==> src/rtl/score_display_pkg.sv <==
// Shared font geometry, glyph types and digit-to-glyph mapping for the
// score digit renderer.
`timescale 1ns/1ps
package score_display_pkg;

   localparam int FONT_W     = 8;
   localparam int FONT_H     = 16;
   localparam int GLYPH_DASH = 10;
   localparam int NUM_GLYPHS = 11;

   typedef logic [3:0] glyph_idx_t;
   typedef logic [7:0] font_row_t;

   // Non-decimal values (e.g. tens underflow below 00) render as a dash.
   function automatic glyph_idx_t digit_to_glyph(input logic [3:0] value);
      glyph_idx_t glyph;
      if (value >= 4'(GLYPH_DASH)) begin
         glyph = 4'(GLYPH_DASH);
      end else begin
         glyph = value;
      end
      return glyph;
   endfunction

endpackage

==> src/rtl/score_digits_display_digit_font_rom.sv <==
// 11-glyph 8x16 seven-segment style font with a registered row read.
// Row 0 sits in the top byte of each glyph word; bit 7 is the leftmost column.
`timescale 1ns/1ps
module digit_font_rom
   import score_display_pkg::*;
(
   input  logic       clk,
   input  logic       resetN,
   input  glyph_idx_t glyph,
   input  logic [3:0] row,
   output font_row_t  row_bits
);

   logic [127:0] glyph_bits;
   logic [6:0]   bit_base;
   font_row_t    row_bits_d;
   font_row_t    row_bits_q;

   // Glyph table lookup and row slice.
   always_comb begin
      case (glyph)
         4'd0:    glyph_bits = 128'hFF81818181818181_00818181818181FF;
         4'd1:    glyph_bits = 128'h0001010101010101_0001010101010100;
         4'd2:    glyph_bits = 128'hFF01010101010101_FF808080808080FF;
         4'd3:    glyph_bits = 128'hFF01010101010101_FF010101010101FF;
         4'd4:    glyph_bits = 128'h0081818181818181_FF01010101010100;
         4'd5:    glyph_bits = 128'hFF80808080808080_FF010101010101FF;
         4'd6:    glyph_bits = 128'hFF80808080808080_FF818181818181FF;
         4'd7:    glyph_bits = 128'hFF01010101010101_0001010101010100;
         4'd8:    glyph_bits = 128'hFF81818181818181_FF818181818181FF;
         4'd9:    glyph_bits = 128'hFF81818181818181_FF010101010101FF;
         default: glyph_bits = 128'h0000000000000000_FF00000000000000;
      endcase
      bit_base   = 7'd120 - {row, 3'b000};
      row_bits_d = glyph_bits[bit_base +: 8];
   end

   // Synchronous read register.
   always_ff @(posedge clk or negedge resetN) begin
      if (!resetN) begin
         row_bits_q <= 8'h00;
      end else begin
         row_bits_q <= row_bits_d;
      end
   end

   assign row_bits = row_bits_q;

endmodule

==> src/rtl/score_digits_display.sv <==
// Two-digit score renderer: frame-latched digits, change flash and a
// two-stage pixel pipeline feeding the object-priority mux.
`timescale 1ns/1ps
module score_digits_display
   import score_display_pkg::*;
#(
   parameter int         TOP_LEFT_X    = 16,
   parameter int         TOP_LEFT_Y    = 16,
   parameter int         SCALE_LOG2    = 1,
   parameter int         DIGIT_GAP     = 4,
   parameter logic [7:0] COLOR         = 8'hFF,
   parameter logic [7:0] FLASH_COLOR   = 8'hE0,
   parameter int         FLASH_FRAMES  = 30,
   parameter bit         BLANK_LEADING = 1'b1
) (
   input  logic        clk,
   input  logic        resetN,
   input  logic        startOfFrame,
   input  logic [10:0] pixelX,
   input  logic [10:0] pixelY,
   input  logic [3:0]  dig1,
   input  logic [3:0]  dig2,
   output logic        drawingRequest,
   output logic [7:0]  RGBout
);

   localparam int         CELL_W     = FONT_W << SCALE_LOG2;
   localparam int         CELL_H     = FONT_H << SCALE_LOG2;
   localparam logic [11:0] TENS_X0   = 12'(TOP_LEFT_X);
   localparam logic [11:0] TENS_X1   = 12'(TOP_LEFT_X + CELL_W);
   localparam logic [11:0] UNITS_X0  = 12'(TOP_LEFT_X + CELL_W + DIGIT_GAP);
   localparam logic [11:0] UNITS_X1  = 12'(TOP_LEFT_X + 2 * CELL_W + DIGIT_GAP);
   localparam logic [11:0] CELL_Y0   = 12'(TOP_LEFT_Y);
   localparam logic [11:0] CELL_Y1   = 12'(TOP_LEFT_Y + CELL_H);
   localparam logic [7:0]  FLASH_LOAD = 8'(FLASH_FRAMES);

   logic [11:0] px;
   logic [11:0] py;
   logic [11:0] x_off;
   logic [11:0] y_off;
   logic        in_tens;
   logic        in_units;
   logic        in_y;
   font_row_t   rom_row;

   logic [3:0]  shown_dig1_d, shown_dig1_q;
   logic [3:0]  shown_dig2_d, shown_dig2_q;
   logic [7:0]  flash_cnt_d,  flash_cnt_q;
   logic        hit1_d,   hit1_q;
   glyph_idx_t  glyph1_d, glyph1_q;
   logic [3:0]  row1_d,   row1_q;
   logic [2:0]  col1_d,   col1_q;
   logic        blank1_d, blank1_q;
   logic        hit2_d,   hit2_q;
   logic        blank2_d, blank2_q;
   logic [2:0]  col2_d,   col2_q;
   logic [7:0]  color_d,  color_q;

   // Frame latch, flash counter, geometry stage and colour select.
   always_comb begin
      shown_dig1_d = shown_dig1_q;
      shown_dig2_d = shown_dig2_q;
      flash_cnt_d  = flash_cnt_q;
      if (startOfFrame) begin
         shown_dig1_d = dig1;
         shown_dig2_d = dig2;
         if ({dig2, dig1} != {shown_dig2_q, shown_dig1_q}) begin
            flash_cnt_d = FLASH_LOAD;
         end else if (flash_cnt_q != 8'd0) begin
            flash_cnt_d = flash_cnt_q - 8'd1;
         end else begin
            flash_cnt_d = flash_cnt_q;
         end
      end else begin
         flash_cnt_d = flash_cnt_q;
      end

      px       = {1'b0, pixelX};
      py       = {1'b0, pixelY};
      in_tens  = (px >= TENS_X0) && (px < TENS_X1);
      in_units = (px >= UNITS_X0) && (px < UNITS_X1);
      in_y     = (py >= CELL_Y0) && (py < CELL_Y1);
      if (in_units) begin
         x_off = px - UNITS_X0;
      end else begin
         x_off = px - TENS_X0;
      end
      y_off = py - CELL_Y0;

      hit1_d   = in_y && (in_tens || in_units);
      glyph1_d = in_units ? digit_to_glyph(shown_dig1_q) : digit_to_glyph(shown_dig2_q);
      row1_d   = 4'(y_off >> SCALE_LOG2);
      col1_d   = 3'(x_off >> SCALE_LOG2);
      blank1_d = BLANK_LEADING && in_tens && (shown_dig2_q == 4'd0);

      // The ROM register runs in parallel with these, forming stage 2.
      hit2_d   = hit1_q;
      blank2_d = blank1_q;
      col2_d   = col1_q;
      if ((flash_cnt_q != 8'd0) && flash_cnt_q[2]) begin
         color_d = FLASH_COLOR;
      end else begin
         color_d = COLOR;
      end
   end

   // State and pipeline registers.
   always_ff @(posedge clk or negedge resetN) begin
      if (!resetN) begin
         shown_dig1_q <= 4'd0;
         shown_dig2_q <= 4'd0;
         flash_cnt_q  <= 8'd0;
         hit1_q       <= 1'b0;
         glyph1_q     <= 4'd0;
         row1_q       <= 4'd0;
         col1_q       <= 3'd0;
         blank1_q     <= 1'b0;
         hit2_q       <= 1'b0;
         blank2_q     <= 1'b0;
         col2_q       <= 3'd0;
         color_q      <= 8'h00;
      end else begin
         shown_dig1_q <= shown_dig1_d;
         shown_dig2_q <= shown_dig2_d;
         flash_cnt_q  <= flash_cnt_d;
         hit1_q       <= hit1_d;
         glyph1_q     <= glyph1_d;
         row1_q       <= row1_d;
         col1_q       <= col1_d;
         blank1_q     <= blank1_d;
         hit2_q       <= hit2_d;
         blank2_q     <= blank2_d;
         col2_q       <= col2_d;
         color_q      <= color_d;
      end
   end

   digit_font_rom u_font (
      .clk      (clk),
      .resetN   (resetN),
      .glyph    (glyph1_q),
      .row      (row1_q),
      .row_bits (rom_row)
   );

   assign drawingRequest = hit2_q & ~blank2_q & rom_row[3'd7 - col2_q];
   assign RGBout         = color_q;

endmodule
==> config.mk <==
export PLATFORM = sky130hd
export DESIGN_NAME = score_digits_display
export DESIGN_NICKNAME = d
export VERILOG_FILES = /design/src/rtl/score_display_pkg.sv /design/src/rtl/score_digits_display_digit_font_rom.sv /design/src/rtl/score_digits_display.sv
export SDC_FILE = /design/constraint.sdc
export NUM_CORES = 1
export LEC_CHECK = 0
export BUFFER_PORTS_ARGS = -buffer_cell sky130_fd_sc_hd__clkbuf_2
export CAP_MARGIN = 40
export CORE_UTILIZATION = 45
export CTS_CLUSTER_SIZE = 40
export DETAILED_ROUTE_END_ITERATION = 10
export GPL_TIMING_DRIVEN = 0
export PLACE_DENSITY = 0.7
export SLEW_MARGIN = 40
export SYNTH_ARGS = -nofsm -noshare
export SYNTH_HDL_FRONTEND = slang
export SYNTH_HIERARCHICAL = 1
export SYNTH_SLANG_ARGS = --single-unit
==> constraint.sdc <==
create_clock -name clk -period 1.7 [get_ports clk]
set_input_delay 0.17 -clock clk [delete_from_list [all_inputs] [get_ports clk]]
set_output_delay 0.17 -clock clk [all_outputs]
set_load 0.05 [all_outputs]
### Word-level counts from Yosys, hierarchy flattened

Memory sizes are Yosys's and may differ from the RTL's.
Cells that the tools add are included.
Widths: inputs -> output; s select.

| word-level totals | value |
|---|---|
| ROM bits | 800 |
| logic and storage cells | 54 |
| memories kept | 1 |
| output and inout port bits | 9 |
| register bits | 50 |

Memories:

| memory | depth | width | rd ports | clocked after Yosys merged registers in | wr ports | RTL line | text |
|---|---|---|---|---|---|---|---|
| (no name shown) | 16 | 50 | 1 | 0 | 0 | score_digits_display_digit_font_rom.sv:21 | `case (glyph)` |

| cells by class | value |
|---|---|
| bitwise gates (word level) | 3 |
| equality and inequality tests | 1 |
| multiplexer cells | 9 |
| order comparisons | 9 |
| reductions and logical operators | 11 |
| $add $sub $neg | 6 |
| shifts and indexed selects | 1 |

Operator list:

| kind | number |
|---|---|
| $shiftx 128x8->8 | 1 |
| $lt 11x6->1 const B | 3 |
| $ge 11x5->1 const B | 2 |
| $mux 4 | 4 |
| $mux 8 | 2 |
| $ge 11x6->1 const B | 1 |
| $ge 4x4->1 const B | 2 |
| $ne 8x8->1 | 1 |
| $reduce_bool 8->1 | 1 |
| $sub 8x1->8 const B | 1 |
| $sub 7x7->7 const A | 1 |
| $logic_and 1x1->1 | 6 |
| $mux 5 | 1 |
| $sub 5x5->5 const B | 1 |
| $logic_not 4->1 | 1 |
| $lt 3x4->1 const B | 1 |
| $sub 4x1->4 const B | 1 |
| $sub 4x3->4 const B | 1 |
| $bmux 1 s3 | 1 |
| $sub 3x3->3 const A | 1 |
| $and 1x1->1 | 2 |
| $reduce_and 2->1 | 1 |
| $reduce_bool 2->1 | 1 |
| $logic_or 1x1->1 | 1 |
| other kinds (2) | 2 |

### Longest topological paths before layout

Gate-level depths: netlist of the first run.

| logic depth | value |
|---|---|
| depth after elaboration | 4 |
| depth in mapped cells | 7 |

### Cells and area by module

The synthesis of the first run kept the hierarchy.

Modules (own cells, without submodules):

| module | times used | cells each | area each (um2) |
|---|---|---|---|
| score_digits_display | 1 | 147 | 1717.9 |
| digit_font_rom | 1 | 48 | 416.6 |

### Worst setup path before layout of the first run

Ideal clock, no wire load.

| timing | value |
|---|---|
| path type | reg-to-output |
| start | register u_font.row_bits_q[6] (netlist: u_font/row_bits[6]) |
| end | output drawingRequest |
| arrival time | 1926 ps |
| data required time | 1530 ps |
| setup slack | -396 ps |
| path buffers | 1 |
| stages on the path, launching flop included | 5 |
| cell sequence | dfrtp_1 -> buf_4 -> mux4_2 -> mux2i_1 -> nor3b_1 |

| between the ends | value |
|---|---|
| cells in the longest elaborated chain, start to end | 3 |

RTL lines:

| item | RTL line | text |
|---|---|---|
| start: declaration | score_digits_display_digit_font_rom.sv:17 | `font_row_t row_bits_q;` |
| start signal: assignment | score_digits_display_digit_font_rom.sv:43 | `row_bits_q <= row_bits_d;` |
| $bmux 1 s3 | score_digits_display.sv:146 | `assign drawingRequest = hit2_q & ~blank2_q & rom_row[3'd7 - col2_q];` |
| $mux 1 (not written as such) | score_digits_display.sv:146 |  |
| $and 1x1->1 | score_digits_display.sv:146 |  |
| end: declaration | score_digits_display.sv:23 | `output logic drawingRequest,` |

No other way between the ends. The select of a mux whose other input is x is not followed.

### Worst setup path in the final report of the first run

Same ends and word-level chain as after synthesis.

==> impl_metrics.tcl, run 1 <==
set metrics [dict create \
    fmax_mhz 531.3 \
    ys_ff_latch 39 \
    cts.sinks 39 \
    synth_top_area_share_pct 45.72 \
    setup_violations 1 \
    drt_iter0_markers 57 \
    clk_pin_slew_ns 0.07 \
    fin_hold_ws_ns 0.06922 \
    dpl_cell_area_um2 2402 \
    power.internal_w 0.001537 \
    routed_wirelength_um 3717 \
    worstSkewPairLatency_ns 0.29 \
    h-tree-depth 2 \
    final_area_um2 2594 \
    pwr-share-clk_pct 32.5 \
    grt_max_degree 40 \
    violations "setup timing" \
    post-synth-top-count-cell "dfrtp_1" \
    synth_warnings 6 \
    cts_inserted_buffers 5 \
    combPwrFrac_pct 17.3 \
    cts_tree "built" \
    skew_ns 0.008526 \
    drt_pass1_iterations 6 \
    gp_congestion 0.8595 \
    ir_worst_vdd_uv 512.6 \
    synthTopCellsByCount "39 x dfrtp_1, 14 x inv_1, 12 x nor2_1, 11 x buf_4, 11 x nand2_1" \
    hold_violations 0 \
    worst_pin_slew_ns 0.5366 \
    antenna_cells 0 \
    routedWlPerCell_um 12.39 \
    maxSlewHeadroom_pct 64.23 \
    vias 1531 \
    cp-start-kind "register" \
    status "finished, violations left" \
    power_leakage_nw 1.161 \
    dp_slack_ns -0.04889 \
    antenna_left 0 \
    worstPathArrival_ns 1.71 \
    path_max_fanout 6 \
    die_y_um 70.87 \
    finalNetCount 290 \
    finalCritPeriodShare_pct 110.7 \
    final_core_util_pct 58.36 \
    dieArea_um2 5023 \
    critical_path_class "reg2out" \
    core_area_um2 4444 \
    grt_pass1_vias 1525 \
    overflow 0 \
    p_sw_w 0.0005256 \
    cap_violations 0 \
    seqPwrFrac_pct 50.1 \
    io_pins 42 \
    finalMaxSlewViolations 0 \
    syn2layout_area_growth_pct 21.51 \
    drive_gt1_share_pct 37.10 \
    ys_types 53 \
    ys_seq_area_share_pct 45.72 \
    syn_area_um2 2135 \
    die_width_um 70.87 \
    clock-root-buffer "clkbuf_8" \
    finalSetupTns_ns -0.1823 \
    track_usage_pct 17.14 \
    drc_errors 0 \
    rows 24 \
    syn_nets 238 \
    clock_path_buffers 2 \
    syn_avg_cell_area_um2 10.95 \
    p_sw_share_pct 25.49 \
    portBuffers 39 \
    critical_path.endpoint_type "output pin" \
    vias_per_cell 5.103 \
    layout_min_cycle_time_ns 1.882 \
    powerDensity_nw_per_um2 795.0 \
    synth_edf_count 0 \
    critical_path_required_ns 1.53 \
    antenna_found_initial 0 \
    syn_inst 195 \
    async_reset_ff_share_pct 100.0 \
    rsz0062_at_grt "yes" \
    hold_path.class "in2reg" \
    initial_core_util_pct 48.03 \
    ys.flop_type "dfrtp_1" \
    grt_pass1_wl_um 6630 \
    ys_top_cells_by_area "dfrtp_1 46%, ha_1 5.9%, mux2_2 4.7%" \
    fin_ws_ns -0.1823 \
    dp_hpwl_um 2823 \
    synth_area_leader_cell "dfrtp_1" \
]
## placed cells by master, fill, tap and decap left out, types with 2 or more instances in the layout
cell type,Yosys,routed
ha_1,10,10
mux4_2,2,2
or4_1,2,2
mux2_4,2,2
a22o_1,3,3
nand3b_1,3,3
xnor2_1,10,10
dfrtp_2,0,4
clkbuf_1,2,2
clkbuf_2,0,37
nand4_1,3,3
nand2_1,11,11
a22oi_1,2,2
dlygate4sd3_1,0,5
nor2_1,12,11
mux2i_1,2,2
a32oi_1,2,2
and3_1,3,3
o31ai_1,2,2
clkbuf_8,0,8
mux2_2,9,9
inv_1,14,14
buf_4,11,12
o21ai_0,10,9
o211ai_1,2,2
a21oi_1,5,5
dfrtp_1,39,35
nand3_1,4,4
## per-layer routing
layer	part of all wire, %	vias to the layer above	GRT usage [%]
li1	-	782	-
met2	46	36	27.56
met3	4.2	2	6.125
met1	49	711	22.02
met5	0	-	0
met4	0.73	0	4.667
## final cells by class
| type | count | area (µm²) |
|---|---|---|
| fillers | 377 | 1851 |
| multi-input cells | 126 | 1017 |
| flip-flops and latches | 39 | 980.9 |
| repair buffers | 45 | 264.0 |
| plain buffers | 15 | 106.4 |
| clock buffers | 7 | 96.34 |
| well taps | 52 | 65.06 |
| inverters | 15 | 56.30 |
| clock inverters | 1 | 7.507 |
## power by group through the flow
stage	sequential [W]	combinational (W)	clock [W]
final	0.00103	0.000357	0.000671
after global routing	0.00104	0.000400	0.000738
after CTS	0.00104	0.000346	0.000697
after detailed placement	0.00106	0.000337	0
after global placement	0.00105	0.000332	0
after floorplan	0.00105	0.000235	0
## kinds of logic after synthesis
group	after synthesis	synth area share, %
and+or+nand+nor	51	13.19
muxes	15	9.203
other	1	0.1757
adders and majority gates	10	5.862
buffers and inverters	30	7.620
AOI/OAI and AO/OA	39	14.13
xor gates and xnor gates	10	4.103
DFF	39	45.72
## path summary, 6_finish.rpt
path | from | endpoint | slack (ns) | cells past startpoint
max | u_font/row_bits[6] | drawingRequest | -0.18 | 5
min | pixelY[10] | hit1_q | 0.07 | 2
max reg2reg | glyph1_q[1] | u_font/row_bits[0] | 0.18 | 6
min reg2reg | blank1_q | blank2_q | 0.35 | 0
max in group asynchronous | resetN | glyph1_q[1] | 0.87 | 2
min in group asynchronous | resetN | col1_q[0] | 0.43 | 2
## critical path, cell delays in order, from the launching register on
cell and delay (ns):
dfrtp_2 0.44, buf_4 0.13, mux4_2 0.45, mux2i_1 0.17, nor3b_2 0.07, clkbuf_8 0.17
## stage by stage
step | total power, W | cells
floorplan | 0.001282 | 195
global placement | 0.001386 | 286
detailed placement | 0.001393 | 286
CTS | 0.002080 | 298
global route | 0.002180 | 300
finish | 0.002062 | 300
## timing repair
action	CTS	global route
pin swaps	0	3
setup endpoints to repair	2	9
resized for setup	3	8
hold endpoints to repair	42	1
buffers inserted	0	1
hold buffers	4	1
## registers in the layout, summed over array words and instances, names as in the netlist
register         flops
blank2_q             1
glyph1_q             4
u_font/row_bits      3
col2_q               3
col1_q               3
shown_dig2_q         4
shown_dig1_q         4
blank1_q             1
hit2_q               1
row1_q               4
RGBout               2
hit1_q               1
flash_cnt_q          8
Note: power is estimated with default switching activity, not from simulation.
==> inputs of run 2 (changes only) <==
--- a/config.mk
+++ b/config.mk
@@ -5,7 +5,7 @@
 export SDC_FILE = /design/constraint.sdc
 export NUM_CORES = 1
 export LEC_CHECK = 0
-export BUFFER_PORTS_ARGS = -buffer_cell sky130_fd_sc_hd__clkbuf_2
+export BUFFER_PORTS_ARGS = -buffer_cell sky130_fd_sc_hd__buf_2
 export CAP_MARGIN = 40
 export CORE_UTILIZATION = 45
 export CTS_CLUSTER_SIZE = 40
@@ -15,5 +15,4 @@
 export SLEW_MARGIN = 40
 export SYNTH_ARGS = -nofsm -noshare
 export SYNTH_HDL_FRONTEND = slang
-export SYNTH_HIERARCHICAL = 1
 export SYNTH_SLANG_ARGS = --single-unit
==> run 2 against run 1 <==
Effect of this change: global-route usage decreased by 1.5 points; total power fell by 3.8%; the flow now finishes without violations; flip-flop and latch count unchanged; utilization fell by 0.20 points; critical path depth unchanged; first-iteration DRC count up 25%; fmax grew 18%; clock skew is 0.0036 ns lower; sequential power is essentially flat; register-to-register slack worse by 0.06 ns; synthesized area is 3.3% lower; setup slack better by 0.29 ns.
==> impl_metrics.tcl, run 2 <==
set metrics [dict create \
    status "complete, no violations" \
    ys_top_cells_by_area "dfrtp_1 47%, ha_1 6.1%, xnor2_1 5.1%" \
    dpl_cell_area_um2 2346 \
    grt_pass1_vias 1432 \
    h-tree-depth 2 \
    critical_path_class "reg2out" \
    cp-start-kind "register" \
    cts_inserted_buffers 5 \
    startpoint "col2_q[1]" \
    regMostFlops "flash_cnt_q" \
    fmax_mhz 626.5 \
    fillCellCount 371 \
    largest_reg_flops 8 \
    track_usage_pct 15.60 \
    stdcell_count 290 \
    rows 24 \
    layout_min_cycle_time_ns 1.596 \
    ys_types 52 \
    hold_violations 0 \
    hold_path.class "in2reg" \
    antenna_left 0 \
    drt_pass1_iterations 6 \
    placedCellCount 276 \
    die_y_um 69.71 \
    clk_pin_slew_ns 0.08 \
    grt_pass1_wl_um 6092 \
    dieArea_um2 4859 \
    syn_inst 184 \
    initial_core_util_pct 47.06 \
    ys_seq_area_share_pct 47.30 \
    grt_use_met3_pct 3.488 \
    path_max_fanout 4 \
    finalMaxSlewViolations 0 \
    core_area_um2 4384 \
    gp_congestion 0.8265 \
    vias_per_cell 5.103 \
    layout_common_cells "38 x buf_2, 36 x dfrtp_1, 14 x inv_1" \
    critical_path.endpoint_type "output pin" \
    cts_tree "built" \
    overflow 0 \
    dp_hpwl_um 2469 \
    syn_area_um2 2063 \
    grt_max_degree 40 \
    setup_violations 0 \
    ys.flop_type "dfrtp_1" \
    gr-max-usage-layer "met2" \
    ys_ff_latch 39 \
    synth_warnings 0 \
    portBuffers 40 \
    routed_wirelength_um 3447 \
    vias 1480 \
    clock-root-buffer "clkbuf_8" \
    powerDensity_nw_per_um2 777.9 \
    cts.sinks 39 \
    power_leakage_nw 1.131 \
    reg2reg_from "flash_cnt_q[0]" \
    finalSetupTns_ns 0 \
    worstPathArrival_ns 1.43 \
    fin_hold_ws_ns 0.04511 \
    post-synth-top-count-cell "dfrtp_1" \
    async_reset_ff_share_pct 100.0 \
    rsz0062_at_grt "yes" \
    io_pins 42 \
    finalNetCount 280 \
    final_common_cell "buf_2" \
    synthTopCellsByCount "39 x dfrtp_1, 14 x inv_1, 12 x nor2_1, 12 x xnor2_1, 10 x ha_1" \
    critical_path_required_ns 1.53 \
    drive_gt1_share_pct 36.13 \
    total_power_w 0.001983 \
    routedWlPerCell_um 11.89 \
    die_width_um 69.71 \
    skew_ns 0.004931 \
    antenna_cells 0 \
    min_from "pixelY[4]" \
    cap_violations 0 \
    ir_worst_vdd_uv 545.7 \
    use_met1_pct 20.08 \
    final_area_um2 2550 \
    synth_edf_count 0 \
    clock_path_buffers 2 \
    drc_errors 0 \
    worstSkewPairLatency_ns 0.29 \
    syn_nets 227 \
    antenna_found_initial 0 \
    syn_avg_cell_area_um2 11.21 \
    grt_use_met2_pct 25.35 \
    synth_area_leader_cell "dfrtp_1" \
    finalCritPeriodShare_pct 93.90 \
    drt_iter0_markers 71 \
    syn2layout_area_growth_pct 23.59 \
    synth_top_area_share_pct 47.30 \
]
==> run 2: changes by cell type in the layout (fill, tap and decap cells not counted), sizes merged, moves of 3 or more <==
| cell | previous run | this run |
|---|---|---|
| clkbuf | 48 | 8 |
| buf | 14 | 47 |
| nand2 | 11 | 7 |
| nand2b | 2 | 6 |
| o21ai | 10 | 6 |
| a22o | 3 | 0 |
==> run 2: per-layer routing <==
| metal | vias to the layer above | wire length [µm] |
|---|---|---|
| li1 | 749 | - |
| met4 | 0 | 51 |
| met5 | - | 0 |
| met3 | 5 | 88 |
| met1 | 706 | 1669 |
| met2 | 20 | 1638 |
==> run 2: worst paths after layout <==
kind | slack (ns) | cells after the start | end
worst max register to register | 0.12 | 6 | flash_cnt_q[1]
min in group asynchronous | 0.38 | 2 | blank2_q
worst min register to register | 0.35 | 0 | col2_q[0]
worst min-delay path | 0.05 | 2 | row1_q[3]
worst max-delay path | 0.10 | 5 | drawingRequest
max in group asynchronous | 0.96 | 2 | glyph1_q[1]
==> run 2: cell type report <==
type	count	area, µm²	share of cell area (%)
Clock inverter	3	20.02	0.7851
Sequential cell	39	979.7	38.42
Multi-Input combinational cell	122	1041	40.82
Tap cell	52	65.06	2.552
Timing Repair Buffer	46	266.5	10.45
Clock buffer	5	68.82	2.699
Inverter	14	52.55	2.061
Buffer	9	56.30	2.208
==> run 2: logic make-up after synthesis <==
logic type	after synthesis	synth area share, %
other	1	0.1818
AND/OR/NAND/NOR	50	14.86
XOR/XNOR	13	5.519
flip-flops	39	47.30
buffers and inverters	23	5.276
adder cells (fa/ha/maj)	10	6.064
AO/OA/AOI/OAI	34	13.22
multiplexers	14	7.580
==> run 2: worst max-delay path: stages (launching register included) <==
cell      delay [ns]
dfrtp_2         0.44
a21boi_2        0.16
a41oi_2         0.04
o21ai_1         0.09
nor4bb_4        0.22
buf_6           0.19
==> run 2: timing repair <==
action / 4_1_cts / 5_1_grt
endpoints found under the hold margin: 43 / 0
pin swaps: 1 / 1
endpoints found under the setup margin: 2 / 6
hold buffers: 5 / 0
gates resized for setup: 3 / 13
setup buffers: 0 / 1
==> run 2: power breakdown <==
part	leakage (nW)	switching, W	internal (W)
clock	0.0402	0.000330	0.000285
combinational	0.627	0.000165	0.000165
sequential	0.464	0.0000524	0.000986
total	1.13	0.000547	0.00144
==> run 2: metrics by stage <==
step	util, %	setup slack, ns
2_1_floorplan	-	0.07751
3_5_place_dp	53.51	-0.07140
5_1_grt	58.16	-0.03345
3_3_place_gp	53.45	-0.06343
4_1_cts	56.88	0.02344
6_report	58.16	0.1037
==> inputs of run 3 (changes only) <==
--- a/config.mk
+++ b/config.mk
@@ -7,6 +7,7 @@
 export LEC_CHECK = 0
 export BUFFER_PORTS_ARGS = -buffer_cell sky130_fd_sc_hd__buf_2
 export CAP_MARGIN = 40
+export CORE_MARGIN = 2
 export CORE_UTILIZATION = 45
 export CTS_CLUSTER_SIZE = 40
 export DETAILED_ROUTE_END_ITERATION = 10
==> run 3 against run 2 <==
Effect of this change: final area fell by 0.64%; combinational power is 3% higher; cell count down 0.34%; fmax fell by 0.99%; sequential share of layout area grew 0.15 points; worst hold slack better by 0.0067 ns; critical path depth fell by 1; critical endpoint is now flash_cnt_q[1]; highest routed layer unchanged.
==> impl_metrics.tcl, run 3 (synthesis results as in run 2) <==
set metrics [dict create \
    largest_reg_flops 8 \
    h-tree-depth 2 \
    dieArea_um2 5142 \
    fin_ws_ns 0.08781 \
    overflow 0 \
    critical_path.endpoint_type "register" \
    hold_violations 0 \
    antenna_found_initial 0 \
    grt_pass1_vias 1470 \
    antenna_cells 0 \
    finalCritPeriodShare_pct 94.83 \
    finalNetCount 281 \
    rsz0062_at_grt "yes" \
    cts_tree "built" \
    worstSkewPairLatency_ns 0.29 \
    cap_violations 0 \
    die_y_um 71.71 \
    fmax_mhz 620.3 \
    track_usage_pct 15.52 \
    fin_hold_ws_ns 0.05183 \
    powerDensity_nw_per_um2 766.4 \
    fillCellCount 385 \
    rows 24 \
    ir_worst_vdd_uv 604.1 \
    routed_wirelength_um 3528 \
    cp-start-kind "register" \
    syn2layout_area_growth_pct 22.80 \
    regMostFlops "flash_cnt_q" \
    core_area_um2 4384 \
    cts_inserted_buffers 5 \
    layout_common_cells "39 x buf_2, 38 x dfrtp_1, 14 x inv_1" \
    routedWlPerCell_um 12.21 \
    io_pins 42 \
    drt_pass1_iterations 4 \
    worstPathArrival_ns 1.79 \
    clk_pin_slew_ns 0.07 \
    cts.sinks 39 \
    critical_path_class "reg2reg" \
    skew_ns 0.006315 \
    path_max_fanout 5 \
    drt_iter0_markers 55 \
    die_width_um 71.71 \
    gp_congestion 0.8485 \
    grt_pass1_wl_um 6230 \
    drive_gt1_share_pct 33.76 \
    clock-root-buffer "clkbuf_8" \
    drc_errors 0 \
    status "complete, no violations" \
    critical_path_required_ns 1.88 \
    portBuffers 40 \
    grt_max_degree 21 \
    setup_violations 0 \
    vias 1472 \
    hold_path.class "in2reg" \
    power_leakage_nw 1.145 \
    antenna_left 0 \
    dp_hpwl_um 2677 \
    final_common_cell "buf_2" \
    layout_min_cycle_time_ns 1.612 \
    clock_path_buffers 2 \
    vias_per_cell 5.093 \
    initial_core_util_pct 47.06 \
    dp_slack_ns -0.07411 \
    finalMaxSlewViolations 0 \
]
run 3: where the power goes:
part / leakage [nW] / switching (W) / internal, W / total, W
registers: 0.466 / 0.0000549 / 0.000986 / 0.00104
logic: 0.642 / 0.000166 / 0.000174 / 0.000340
clock network: 0.0371 / 0.000287 / 0.000273 / 0.000560
run 3: path summary, 6_finish.rpt:
path	from	cells after the start	endpoint	slack, ns
max	flash_cnt_q[4]	4	flash_cnt_q[1]	0.09
min	pixelY[10]	2	hit1_q	0.05
max reg2reg	flash_cnt_q[4]	4	flash_cnt_q[1]	0.09
min reg2reg	col1_q[2]	0	col2_q[2]	0.35
max in group asynchronous	resetN	3	glyph1_q[1]	0.86
min in group asynchronous	resetN	2	flash_cnt_q[2]	0.38
run 3: area by class of cell:
cell class	instances	area [µm²]	area share (%)
Timing Repair Buffer	48	299.0	11.80
Inverter	14	52.55	2.074
Buffer	8	52.55	2.074
Sequential cell	39	977.2	38.57
Clock buffer	6	72.57	2.864
Multi-Input combinational cell	122	1015	40.05
Tap cell	52	65.06	2.568
run 3: metrics by stage:
stage	cell area, µm²	std cells	power [W]	util (%)	setup TNS, ns
5_1_grt	2534	289	0.002055	57.79	-0.03907
3_3_place_gp	2344	276	0.001363	53.45	-0.06372
2_1_floorplan	2078	184	0.001259	-	0
6_report	2534	289	0.001942	57.79	0
4_1_cts	2502	288	0.001963	57.08	0
3_5_place_dp	2371	277	0.001382	54.08	-0.07411
run 3: critical path, stage by stage (launching register included):
cell and delay (ns):
dfrtp_1 0.44, nor3_2 0.37, a31oi_2 0.21, or2_2 0.31, o22a_1 0.17
run 3: what timing repair did:
item,in CTS,in global routing
resized for setup,4,4
setup endpoints to repair,2,8
pin swaps,0,1
buffers inserted,0,2
hold buffers,5,0
endpoints found under the hold margin,23,0
run 3: per-layer routing:
layer,wire [µm],GRT usage [%]
met1,1595,18.73
met2,1740,25.62
met3,125,4.219
met4,67,7.547
met5,0,0
